===== src/rtl/adc_max10_seq_core.sv =====
// rtl/adc_max10_seq_core.sv - register-mapped channel-scan sequencer for the MAX10 Modular ADC core
module adc_max10_seq_core #(
    parameter int ADDR_WIDTH = 4,
    parameter int CH_COUNT   = 8
) (
    input  logic                  CLK,
    input  logic                  RESETn,
    input  logic [ADDR_WIDTH-1:0] read_addr,
    output logic [31:0]           read_data,
    input  logic [ADDR_WIDTH-1:0] write_addr,
    input  logic [31:0]           write_data,
    input  logic                  write_enable,
    output logic                  ADC_C_Valid,
    output logic [4:0]            ADC_C_Channel,
    output logic                  ADC_C_SOP,
    output logic                  ADC_C_EOP,
    input  logic                  ADC_C_Ready,
    input  logic                  ADC_R_Valid,
    input  logic [4:0]            ADC_R_Channel,
    input  logic [11:0]           ADC_R_Data,
    input  logic                  ADC_R_SOP,
    input  logic                  ADC_R_EOP,
    input  logic                  ADC_Trigger,
    output logic                  ADC_Interrupt
);
    localparam int CW = (CH_COUNT > 1) ? $clog2(CH_COUNT) : 1;
    localparam int PW = CW + 1;

    typedef enum logic [1:0] {IDLE, SELECT, CMD, WAIT} state_t;

    state_t                state, next_state;
    logic                  en, sc, te, ie, iflag;
    logic [CH_COUNT-1:0]   mask;
    logic [11:0]           data [CH_COUNT];
    logic [PW-1:0]         ptr, ptr_d;
    logic [CW-1:0]         chan, chan_d, sel;
    logic                  found, scan_done, conv;
    logic                  trig_s1, trig_s2, trig_s3;
    logic                  wr_adcs, wr_mask, en_off, trig_set, sw_set;
    logic                  unused;

    // Response packet framing is not needed: one command yields one sample.
    assign unused = ^{ADC_R_SOP, ADC_R_EOP, write_data};

    assign wr_adcs  = write_enable && (write_addr == ADDR_WIDTH'(0));
    assign wr_mask  = write_enable && (write_addr == ADDR_WIDTH'(1));
    assign en_off   = wr_adcs && !write_data[0];
    assign trig_set = trig_s2 && !trig_s3 && en && te && !sc;
    assign sw_set   = wr_adcs && write_data[1] && write_data[0];

    always_comb begin
        found = 1'b0;
        sel   = '0;
        for (int i = CH_COUNT - 1; i >= 0; i--) begin
            if (mask[i] && (PW'(i) >= ptr)) begin
                found = 1'b1;
                sel   = CW'(i);
            end
        end
    end

    always_ff @(posedge CLK or negedge RESETn) begin
        if (!RESETn) begin
            state <= IDLE;
            ptr   <= '0;
            chan  <= '0;
        end else begin
            state <= next_state;
            ptr   <= ptr_d;
            chan  <= chan_d;
        end
    end

    always_comb begin
        next_state = state;
        ptr_d      = ptr;
        chan_d     = chan;
        scan_done  = 1'b0;
        conv       = 1'b0;
        case (state)
            IDLE: begin
                if (sc) begin
                    next_state = SELECT;
                    ptr_d      = '0;
                end
            end
            SELECT: begin
                if (found) begin
                    chan_d     = sel;
                    next_state = CMD;
                end else begin
                    scan_done  = 1'b1;
                    next_state = IDLE;
                end
            end
            CMD: begin
                if (ADC_C_Ready) next_state = WAIT;
            end
            WAIT: begin
                if (ADC_R_Valid && (ADC_R_Channel == 5'(chan))) begin
                    conv       = 1'b1;
                    ptr_d      = PW'(chan) + PW'(1);
                    next_state = SELECT;
                end
            end
            default: next_state = IDLE;
        endcase
        // Disabling aborts the scan outright; no completion, no sample capture.
        if (en_off) begin
            next_state = IDLE;
            scan_done  = 1'b0;
            conv       = 1'b0;
        end
    end

    assign ADC_C_Valid   = (state == CMD);
    assign ADC_C_SOP     = (state == CMD);
    assign ADC_C_EOP     = (state == CMD);
    assign ADC_C_Channel = (state == CMD) ? 5'(chan) : 5'd0;

    always_ff @(posedge CLK or negedge RESETn) begin
        if (!RESETn) begin
            en            <= 1'b0;
            sc            <= 1'b0;
            te            <= 1'b0;
            ie            <= 1'b0;
            iflag         <= 1'b0;
            mask          <= '0;
            trig_s1       <= 1'b0;
            trig_s2       <= 1'b0;
            trig_s3       <= 1'b0;
            ADC_Interrupt <= 1'b0;
        end else begin
            trig_s1       <= ADC_Trigger;
            trig_s2       <= trig_s1;
            trig_s3       <= trig_s2;
            ADC_Interrupt <= iflag && ie;
            if (wr_adcs) begin
                en <= write_data[0];
                te <= write_data[2];
                ie <= write_data[3];
            end
            if (wr_mask) mask <= write_data[CH_COUNT-1:0];
            if (en_off || scan_done) sc <= 1'b0;
            else if (trig_set || sw_set) sc <= 1'b1;
            if (scan_done) iflag <= 1'b1;
            else if (wr_adcs && !write_data[4]) iflag <= 1'b0;
        end
    end

    always_ff @(posedge CLK or negedge RESETn) begin
        if (!RESETn) begin
            for (int i = 0; i < CH_COUNT; i++) data[i] <= '0;
        end else if (conv) begin
            data[chan] <= ADC_R_Data;
        end
    end

    always_comb begin
        read_data = '0;
        if (read_addr == ADDR_WIDTH'(0)) read_data = {27'd0, iflag, ie, te, sc, en};
        else if (read_addr == ADDR_WIDTH'(1)) read_data = 32'(mask);
        for (int i = 0; i < CH_COUNT; i++) begin
            if (read_addr == ADDR_WIDTH'(i + 2)) read_data = {20'd0, data[i]};
        end
    end
endmodule


===== config.mk =====
export PLATFORM = sky130hd
export DESIGN_NAME = adc_max10_seq_core
export DESIGN_NICKNAME = d
export VERILOG_FILES = /design/src/rtl/adc_max10_seq_core.sv
export SDC_FILE = /design/constraint.sdc
export NUM_CORES = 1
export LEC_CHECK = 0
export BUFFER_PORTS_ARGS = -buffer_cell sky130_fd_sc_hd__buf_2
export CAP_MARGIN = 0
export CORE_MARGIN = 10
export CORE_UTILIZATION = 50
export DETAILED_ROUTE_END_ITERATION = 12
export HOLD_SLACK_MARGIN = 0.12
export MAX_ROUTING_LAYER = met4
export PLACE_DENSITY = 0.72
export SYNTH_ARGS = -nofsm -noshare
export SYNTH_HDL_FRONTEND = slang
export SYNTH_SLANG_ARGS = --single-unit

===== constraint.sdc =====
create_clock -name CLK -period 2.44 [get_ports CLK]
set_clock_uncertainty 0.05 [all_clocks]
set_input_delay 0.244 -clock CLK [delete_from_list [all_inputs] [get_ports CLK]]
set_output_delay 0.244 -clock CLK [all_outputs]
set_load 0.02 [all_outputs]

==> impl_metrics.yaml, run 1 <==
critical_path:
  reg2reg_depth: 6
  cp.arrival_ns: 2.06
  cp_slowest_cell: "buf_2"
  critPathKind: "in -> out"
  crit_start: "read_addr[0]"
  cpPeakStageDelay_ns: 0.37
  reg2reg_setup_slack_ns: 0.33
  path_cells: "buf_2 -> buf_4 -> nand3_1 -> o21ai_0 -> a21oi_1 -> a221o_1 -> buf_2"
  worstReg2RegEnd: "data[94]"
  r2r-start: "chan[2]"
  endpoint_kind: "primary output"
  start_kind: "primary input"
  cp_data_required_time_ns: 2.15
  cpMostUsedCell: "buf_2"
  critPathBufInv: 3
  crit_family: "buffers and inverters"
  critPathMaxFanout: 16
placement:
  dp_cells: 738
  pre_cts_slack_ns: 0.0587
  port_buffers: 57
  hpwl_mm: 10.7
  finalWeightedCongestion: 0.884
grt:
  antenna_found_initial: 0
  grt_max_degree: 53
  track_usage_pct: 19.6
  grt_pass1_wl_mm: 25.1
  grt_pass1_vias: 4865
  grt_overflow: 0
yosys:
  syn_area_um2: 6170
  yosysTopAreaCellShare_pct: 49.5
  synth.avg_cell_area_um2: 12.0
  ys.warnings.count: 0
  ys_types: 57
  async_reset_ff_share_pct: 100
  synth-edff-count: 0
  yosysSeqAreaShare_pct: 49.5
  ys.flop_type: "dfrtp_1"
  ys_seq_elements: 122
  synth_largest_area_cell: "dfrtp_1"
  synthTopCellsByArea: "dfrtp_1, mux2_2, buf_4"
  netlist_top_cells_count: "dfrtp_1, mux2_2, buf_4"
  yosysMostFrequentCell: "dfrtp_1"
  syn-instance-count: 512
timing:
  setup_violations: 0
  fmax_mhz: 426
  period_needed_ns: 2.35
  slew_headroom_pct: 53.8
  hold_viol_final: 0
  fin_tns_setup_ns: 0
  rsz0062_at_grt: "false"
  period_share_pct: 96.3
  maxSlewViolCount: 0
  timing.hold.ws_ns: 0.135
  tightest_slew_ns: 0.693
  fin_ws_ns: 0.0900
final_layout:
  syn_to_final_growth_pct: 22.8
  drive_gt1_share_pct: 38.4
  antenna_cells: 0
  instances_no_fill: 791
  fin_util_pct: 62.8
  nets: 681
run_status:
  outcome: "completed"
floorplanning:
  core_area_um2: 12100
  dieArea_um2: 17200
  fp.dieH_um: 131
  chipWidth_um: 131
  start_util_pct: 51.1
  top_level_ports: 106
  row_count: 40
detailed_routing:
  dr_total_vias: 4480
  drt-initial-drc-count: 353
  routed_wl_mm: 15.7
  first_pass_iters: 5
  antenna_left: 0
  viasPerCell: 5.66
  wire_per_inst_um: 19.8
  remaining_drc_errors: 0
cts:
  postCtsSetupRepairBufs: 0
  cts_buffers: 17
  clk_pin_slew_ns: 0.06
  root_buffer: "clkbuf_16"
  cts.sinks: 122
  h-tree-depth: 4
  clock_latency_ns: 0.42
  clockBufferDepth: 2
  cts_tree: "done"
min_path:
  hp-start: "ADC_R_Data[11]"
  hold_end: "data[71]"
  min_path_type: "in -> reg"
  min_path_cells: 2
power:
  powerDensity_nw_per_um2: 832
  irDropWorstVdd_v: 0.000516
  power_leakage_uw: 0.00370
flow_run:
  maxCapViolCount: 0
==> area by class of cell <==
class | count | area, um2
Clock buffer | 18 | 439
Clock inverter | 14 | 170
Fill cell | 964 | 4490
Inverter | 14 | 52.6
Multi-Input combinational cell | 348 | 2840
Sequential cell | 122 | 3050
Tap cell | 168 | 210
Timing Repair Buffer | 107 | 803
==> where the power goes <==
part           internal, uW  leakage [uW]  total [uW]  switching, uW
registers              2230       0.00166        2420            195
clock network          1630      0.000289        2570            940
logic                   568       0.00176        1300            737
==> timing repair <==
item,4_1_cts,5_1_grt
gates resized for setup,0,2
setup endpoints to repair,0,2
hold buffers,20,1
endpoints found under the hold margin,120,1
==> routing by layer <==
layer,wire [um],global-route usage [%],vias up,part of all wire (%)
met3,1170,5.27,22,7.5
met4,157,6.15,0,1.0
li1,-,-,2031,-
met1,6750,24.0,2263,43
met2,7590,31.3,164,48
met5,0,-,-,0
==> flip-flops by register name, summed over array words and instances (netlist names) <==
| name | cells |
|---|---|
| ADC_Interrupt | 1 |
| chan | 3 |
| data | 96 |
| en | 1 |
| ie | 1 |
| iflag | 1 |
| mask | 8 |
| ptr | 4 |
| sc | 1 |
| state | 2 |
| te | 1 |
| trig_s1 | 1 |
| trig_s2 | 1 |
| trig_s3 | 1 |
==> through the flow <==
step / total power (uW) / instance area, um2
after detailed placement: 3720 / 6750
after global routing: 6620 / 7570
final: 6300 / 7570
after global placement: 3670 / 6750
after floorplan: 3300 / 6250
after CTS: 6340 / 7560
==> cell families after synthesis <==
kind of cell	Yosys count	synth area share, %
compound gates	86	9.64
xor+xnor	4	0.568
fa+ha+maj	6	1.22
buf+inv	63	5.76
flops	122	49.5
mux	129	23.9
other cells	1	0.0608
simple gates	101	9.37
==> worst max path at each step <==
stage	slack [ns]	depth (start not counted)	to
floorplan	0.21	7	data[85]
global placement	0.09	6	read_data[3]
detailed placement	0.06	6	read_data[3]
CTS	0.05	6	read_data[3]
global route	0.005	7	read_data[1]
finish	0.09	7	read_data[1]
==> layout by cell type, fill, tap and decap left out, drive strengths merged, types with 3 or more instances in the layout <==
cell type    netlist  layout
a2111oi            3       3
a211oi             4       4
a21oi             15      15
a221o              7       7
a221oi             5       5
a22o               3       3
and2               5       5
buf               37      86
bufinv             0       3
clkbuf            12      18
clkinv             0       5
clkinvlp           0       4
conb               1      22
dfrtp            122     122
dlygate4sd3        0      21
ha                 6       6
inv               14      16
mux2             116     116
mux2i             10      10
mux4               3       3
nand2             13      13
nand2b             6       6
nand3             10      10
nand3b             3       3
nor2              21      21
nor2b             10      10
nor3              16      16
nor3b              3       3
o21ai             22      22
o22ai              5       5
o2bb2ai            3       3
o32ai              3       3
xnor2              3       3
(Power assumes the default switching activity.)
==> run 2: changes to the inputs <==
--- a/config.mk
+++ b/config.mk
@@ -12,7 +12,7 @@
 export DETAILED_ROUTE_END_ITERATION = 12
 export HOLD_SLACK_MARGIN = 0.12
 export MAX_ROUTING_LAYER = met4
-export PLACE_DENSITY = 0.72
+export PLACE_DENSITY = 0.75
 export SYNTH_ARGS = -nofsm -noshare
 export SYNTH_HDL_FRONTEND = slang
 export SYNTH_SLANG_ARGS = --single-unit
==> constraint.sdc (replaced) <==
create_clock -name CLK -period 2 [get_ports CLK]
set_clock_uncertainty 0.05 [all_clocks]
set_input_delay 0.2 -clock CLK [delete_from_list [all_inputs] [get_ports CLK]]
set_output_delay 0.2 -clock CLK [all_outputs]
set_load 0.02 [all_outputs]
==> run 2 against run 1 <==
  * The flow now finishes with violations (setup timing)
  * Critical path depth is 1 lower
  * Clock power is 24% higher
  * Hold slack better by 0.040 ns
  * Largest cell class is now multi-input combinational cells
  * Largest power group unchanged
==> impl_metrics.yaml, run 2 (synthesis gave the netlist of run 1 again) <==
placement:
  placed_area_um2: 6960
  finalWeightedCongestion: 0.851
  port_buffers: 57
  dp_cells: 759
  hpwl_mm: 11.1
timing:
  timing.hold.ws_ns: 0.174
  fin_ws_ns: -0.160
  slew_headroom_pct: 64.5
  period_needed_ns: 2.16
  tightest_slew_ns: 0.532
  hold_viol_final: 0
  setup_violations: 32
  maxSlewViolCount: 0
  period_share_pct: 108
  fmax_mhz: 463
  rsz0062_at_grt: "true"
power:
  irDropWorstVdd_v: 0.000636
  fin_total_pwr_uw: 8010
  power_leakage_uw: 0.00398
  powerDensity_nw_per_um2: 971
cts:
  cts_tree: "done"
  h-tree-depth: 4
  clockBufferDepth: 2
  cts_buffers: 17
  clk_pin_slew_ns: 0.05
  cts.sinks: 122
  root_buffer: "clkbuf_16"
  clock_latency_ns: 0.42
detailed_routing:
  wire_per_inst_um: 20.1
  dr_total_vias: 4694
  antenna_left: 0
  routed_wl_mm: 16.7
  first_pass_iters: 4
  remaining_drc_errors: 0
  viasPerCell: 5.66
  drt-initial-drc-count: 342
flow_run:
  maxCapViolCount: 0
final_layout:
  regMostFlops: "data"
  instances_no_fill: 830
  largest_register_ffs: 96
  final_common_cell: "dfrtp_1"
  finalInstanceArea_um2: 8240
  multi_input_area_um2: 3110
  fin_util_pct: 68.3
  register_area_um2: 3050
  drive_gt1_share_pct: 45.2
  final_cell_mix: "dfrtp_1, mux2_2, buf_4, buf_2, mux2_4"
  antenna_cells: 0
  fill_cells: 856
  nets: 720
  reg_top3: "data (96), mask (8), ptr (4)"
  syn_to_final_growth_pct: 33.6
min_path:
  hp-start: "write_data[0]"
  min_path_cells: 4
  hold_end: "state[1]"
  min_path_type: "in -> reg"
floorplanning:
  chipWidth_um: 131
  start_util_pct: 51.1
  top_level_ports: 106
  fp.dieH_um: 131
  row_count: 40
  core_area_um2: 12100
  dieArea_um2: 17200
grt:
  grt_pass1_wl_mm: 25.7
  track_usage_pct: 20.1
  grt_max_degree: 53
  antenna_found_initial: 0
  grt_pass1_vias: 5063
  grt_overflow: 0
critical_path:
  worstReg2RegEnd: "data[85]"
  cp_data_required_time_ns: 1.75
  start_kind: "flip-flop"
  crit_family: "compound AO/OA/AOI/OAI gates"
  path_cells: "mux2i_1 -> nor3_1 -> o32ai_1 -> a21oi_1 -> a221o_1 -> buf_6"
  critPathBufInv: 1
  endpoint_kind: "primary output"
  cp_slowest_cell: "dfrtp_1"
  cpPeakStageDelay_ns: 0.38
  r2r-start: "chan[2]"
  reg2reg_setup_slack_ns: -0.13
  reg2reg_depth: 6
  critPathKind: "reg -> out"
  critPathMaxFanout: 2
  cp.arrival_ns: 1.91
run_status:
  outcome: "finished with violations"
  violations: "setup timing"
-- run 2: cell types whose count changed in the layout (fill, tap and decap cells not counted), moves of 8 or more --
cell	change
buf_6	+9
mux2_4	+28
buf_4	+32
mux2_2	-18
buf_2	-8
mux2_1	-10
-- run 2: layout make-up --
class / instances / share of cell area [%]
Clock buffer: 21 / 5.34
Clock inverter: 11 / 2.06
Inverter: 14 / 0.638
Multi-Input combinational cell: 348 / 37.7
Sequential cell: 122 / 37.0
Tap cell: 168 / 2.55
Timing Repair Buffer: 146 / 14.7
-- run 2: tightest hold or removal path, stage by stage --
cell and delay, ns:
buf_2 0.11, or3_1 0.14, nand3_1 0.08, o31ai_1 0.06
-- run 2: power breakdown --
part	internal, uW	switching, uW	leakage [uW]	total (uW)
sequential	2720	232	0.00166	2950
combinational	862	1000	0.00204	1870
clock	2080	1110	0.000288	3190
total	5660	2350	0.00398	8010
-- run 2: stage by stage --
stage                     TNS (ns)  setup slack, ns
after CTS                    -3.17           -0.159
final                        -2.34           -0.160
after global placement       -1.92           -0.121
after detailed placement     -5.33           -0.179
after global routing         -4.99           -0.251
after floorplan              -6.55           -0.196
-- run 2: worst max-delay path by stage --
stage	startpoint	to	cells after the start
2_1_floorplan	chan[0]	data[85]	7
3_3_place_gp	chan[0]	data[91]	6
3_5_place_dp	chan[0]	data[91]	6
4_1_cts	chan[1]	data[91]	6
5_1_grt	data[74]	read_data[2]	6
6_report	data[85]	read_data[1]	6
-- run 2: repair_timing --
| item | CTS | global route |
|---|---|---|
| cloned | 0 | 1 |
| hold endpoints to repair | 147 | 0 |
| endpoints found under the setup margin | 82 | 84 |
| hold buffers | 23 | 0 |
| pin swaps | 15 | 13 |
| setup buffers | 8 | 8 |
| resized for setup | 35 | 41 |
-- run 2: layer usage --
| metal | global-route usage (%) | share of wire [%] | up-vias | routed length [um] |
|---|---|---|---|---|
| li1 | - | - | 2112 | - |
| met1 | 23.6 | 40 | 2362 | 6750 |
| met2 | 32.8 | 50 | 179 | 8300 |
| met3 | 4.83 | 7.0 | 41 | 1160 |
| met4 | 7.85 | 2.7 | 0 | 450 |
| met5 | - | 0 | - | 0 |
==> run 3: changes to the inputs <==
--- a/config.mk
+++ b/config.mk
@@ -7,12 +7,15 @@
 export LEC_CHECK = 0
 export BUFFER_PORTS_ARGS = -buffer_cell sky130_fd_sc_hd__buf_2
 export CAP_MARGIN = 0
+export CELL_PAD_IN_SITES_DETAIL_PLACEMENT = 0
+export CELL_PAD_IN_SITES_GLOBAL_PLACEMENT = 1
 export CORE_MARGIN = 10
-export CORE_UTILIZATION = 50
+export CORE_UTILIZATION = 41
+export CTS_BUF_LIST = sky130_fd_sc_hd__clkbuf_8 sky130_fd_sc_hd__clkbuf_16
 export DETAILED_ROUTE_END_ITERATION = 12
 export HOLD_SLACK_MARGIN = 0.12
 export MAX_ROUTING_LAYER = met4
-export PLACE_DENSITY = 0.75
+export PLACE_DENSITY_LB_ADDON = 0.1
 export SYNTH_ARGS = -nofsm -noshare
 export SYNTH_HDL_FRONTEND = slang
 export SYNTH_SLANG_ARGS = --single-unit
==> run 3 against run 2 <==
  * The run still ends with setup timing left
  * Die area is 18% higher
  * Fmax is 2.0% lower
  * Sequential power hardly changed
  * Clock-buffer cell count is 2 lower
  * Critical path type is now reg -> reg
  * Largest cell class unchanged
==> impl_metrics.yaml, run 3 (synthesis gave the netlist of run 1 again) <==
power:
  powerDensity_nw_per_um2: 934
  fin_total_pwr_uw: 7730
  irDropWorstVdd_v: 0.000621
  power_leakage_uw: 0.00399
grt:
  track_usage_pct: 17.9
  grt_overflow: 0
  antenna_found_initial: 0
  grt_pass1_wl_mm: 27.2
  grt_max_degree: 41
  grt_pass1_vias: 4788
detailed_routing:
  wl_met3_um: 843
  met1_length_mm: 8.31
  routed_wl_mm: 17.4
  wl_met2_mm: 8.01
  viasPerCell: 5.43
  remaining_drc_errors: 0
  dr_total_vias: 4587
  antenna_left: 0
  first_pass_iters: 4
  dr.max_layer_used: "met4"
  wire_per_inst_um: 20.5
  drt-initial-drc-count: 357
final_layout:
  syn_to_final_growth_pct: 34.2
  final_cell_mix: "dfrtp_1, mux2_2, buf_4, buf_2, mux2_4"
  nets: 722
  final_common_cell: "dfrtp_1"
  antenna_cells: 0
  reg_top3: "data (96), mask (8), ptr (4)"
  drive_gt1_share_pct: 45.4
  instances_no_fill: 845
  largest_register_ffs: 96
  regMostFlops: "data"
  finalInstanceArea_um2: 8280
placement:
  port_buffers: 57
  finalWeightedCongestion: 0.839
  placed_area_um2: 7000
  hpwl_mm: 11.6
  dp_cells: 776
floorplanning:
  dieArea_um2: 20400
  core_area_um2: 14600
  top_level_ports: 106
  fp.dieH_um: 143
  chipWidth_um: 143
  row_count: 44
  start_util_pct: 42.1
cts:
  clock_latency_ns: 0.41
  clk_pin_slew_ns: 0.05
  cts_tree: "done"
  cts_buffers: 17
  root_buffer: "clkbuf_16"
  h-tree-depth: 4
  cts.sinks: 122
  clockBufferDepth: 2
critical_path:
  critPathKind: "reg -> reg"
  critPathMaxFanout: 6
  start_kind: "flip-flop"
  cp_slowest_cell: "dfrtp_1"
  cpPeakStageDelay_ns: 0.40
  endpoint_kind: "flip-flop"
  reg2reg_setup_slack_ns: -0.20
  cp.arrival_ns: 2.45
  cp_data_required_time_ns: 2.25
  path_cells: "xnor2_2 -> nand4_1 -> or3_4 -> nor4b_4 -> buf_4 -> clkbuf_16 -> mux2_4"
timing:
  period_share_pct: 110
  fmax_mhz: 454
  hold_viol_final: 0
  setup_violations: 55
  period_needed_ns: 2.20
  rsz0062_at_grt: "true"
  maxSlewViolCount: 0
  fin_tns_setup_ns: -5.81
  timing.hold.ws_ns: 0.198
  fin_ws_ns: -0.204
run_status:
  outcome: "finished with violations"
  violations: "setup timing"
flow_run:
  maxCapViolCount: 0
min_path:
  min_path_type: "in -> reg"
==> run 3: through the flow <==
stage / worst slack [ns] / util, %
after detailed placement: -0.117 / 47.8
final: -0.204 / 56.5
after CTS: -0.229 / 55.7
after global placement: -0.104 / 47.8
after global routing: -0.277 / 56.5
after floorplan: -0.196 / -
==> run 3: layout make-up <==
type / count / area, um2
fillers: 1223 / 6370
multi-input cells: 348 / 3160
flip-flops and latches: 122 / 3050
repair buffers: 148 / 1230
clock buffers: 19 / 453
well taps: 184 / 230
clock inverters: 10 / 105
inverters: 14 / 52.6
==> run 3: report_power, final <==
group | switching, uW | internal (uW) | leakage (uW)
logic | 1020 | 857 | 0.00205
registers | 219 | 2720 | 0.00166
clock network | 1070 | 1860 | 0.000275
==> run 3: worst paths after layout <==
check | depth (start not counted) | end | from
setup / recovery | 7 | data[85] | chan[0]
hold / removal | 5 | iflag | write_addr[2]
setup reg to reg | 7 | data[85] | chan[0]
hold reg to reg | 0 | trig_s2 | trig_s1
max in group asynchronous | 3 | ptr[1] | RESETn
min in group asynchronous | 2 | trig_s1 | RESETn
==> run 3: what timing repair did <==
item                                    4_1_cts  5_1_grt
endpoints found under the hold margin       213        0
hold buffers                                 23        0
cloned                                        1        1
pin swaps                                    10        9
endpoints found under the setup margin       81       94
gates resized for setup                      75       15
buffers inserted                             10        7
==> run 3: worst max-delay path, delay by kind of cell, from the launching register on <==
| kind | cells | cell delay (ns) |
|---|---|---|
| xor+xnor | 1 | 0.15 |
| simple gates | 3 | 0.82 |
| mux | 1 | 0.30 |
| flops | 1 | 0.40 |
| buf+inv | 2 | 0.36 |
==> run 3: metal layers <==
metal / vias to the layer above / global-route usage (%)
met5: - / -
met4: 0 / 5.32
met3: 18 / 4.08
met2: 117 / 26.6
met1: 2346 / 23.8
li1: 2106 / -
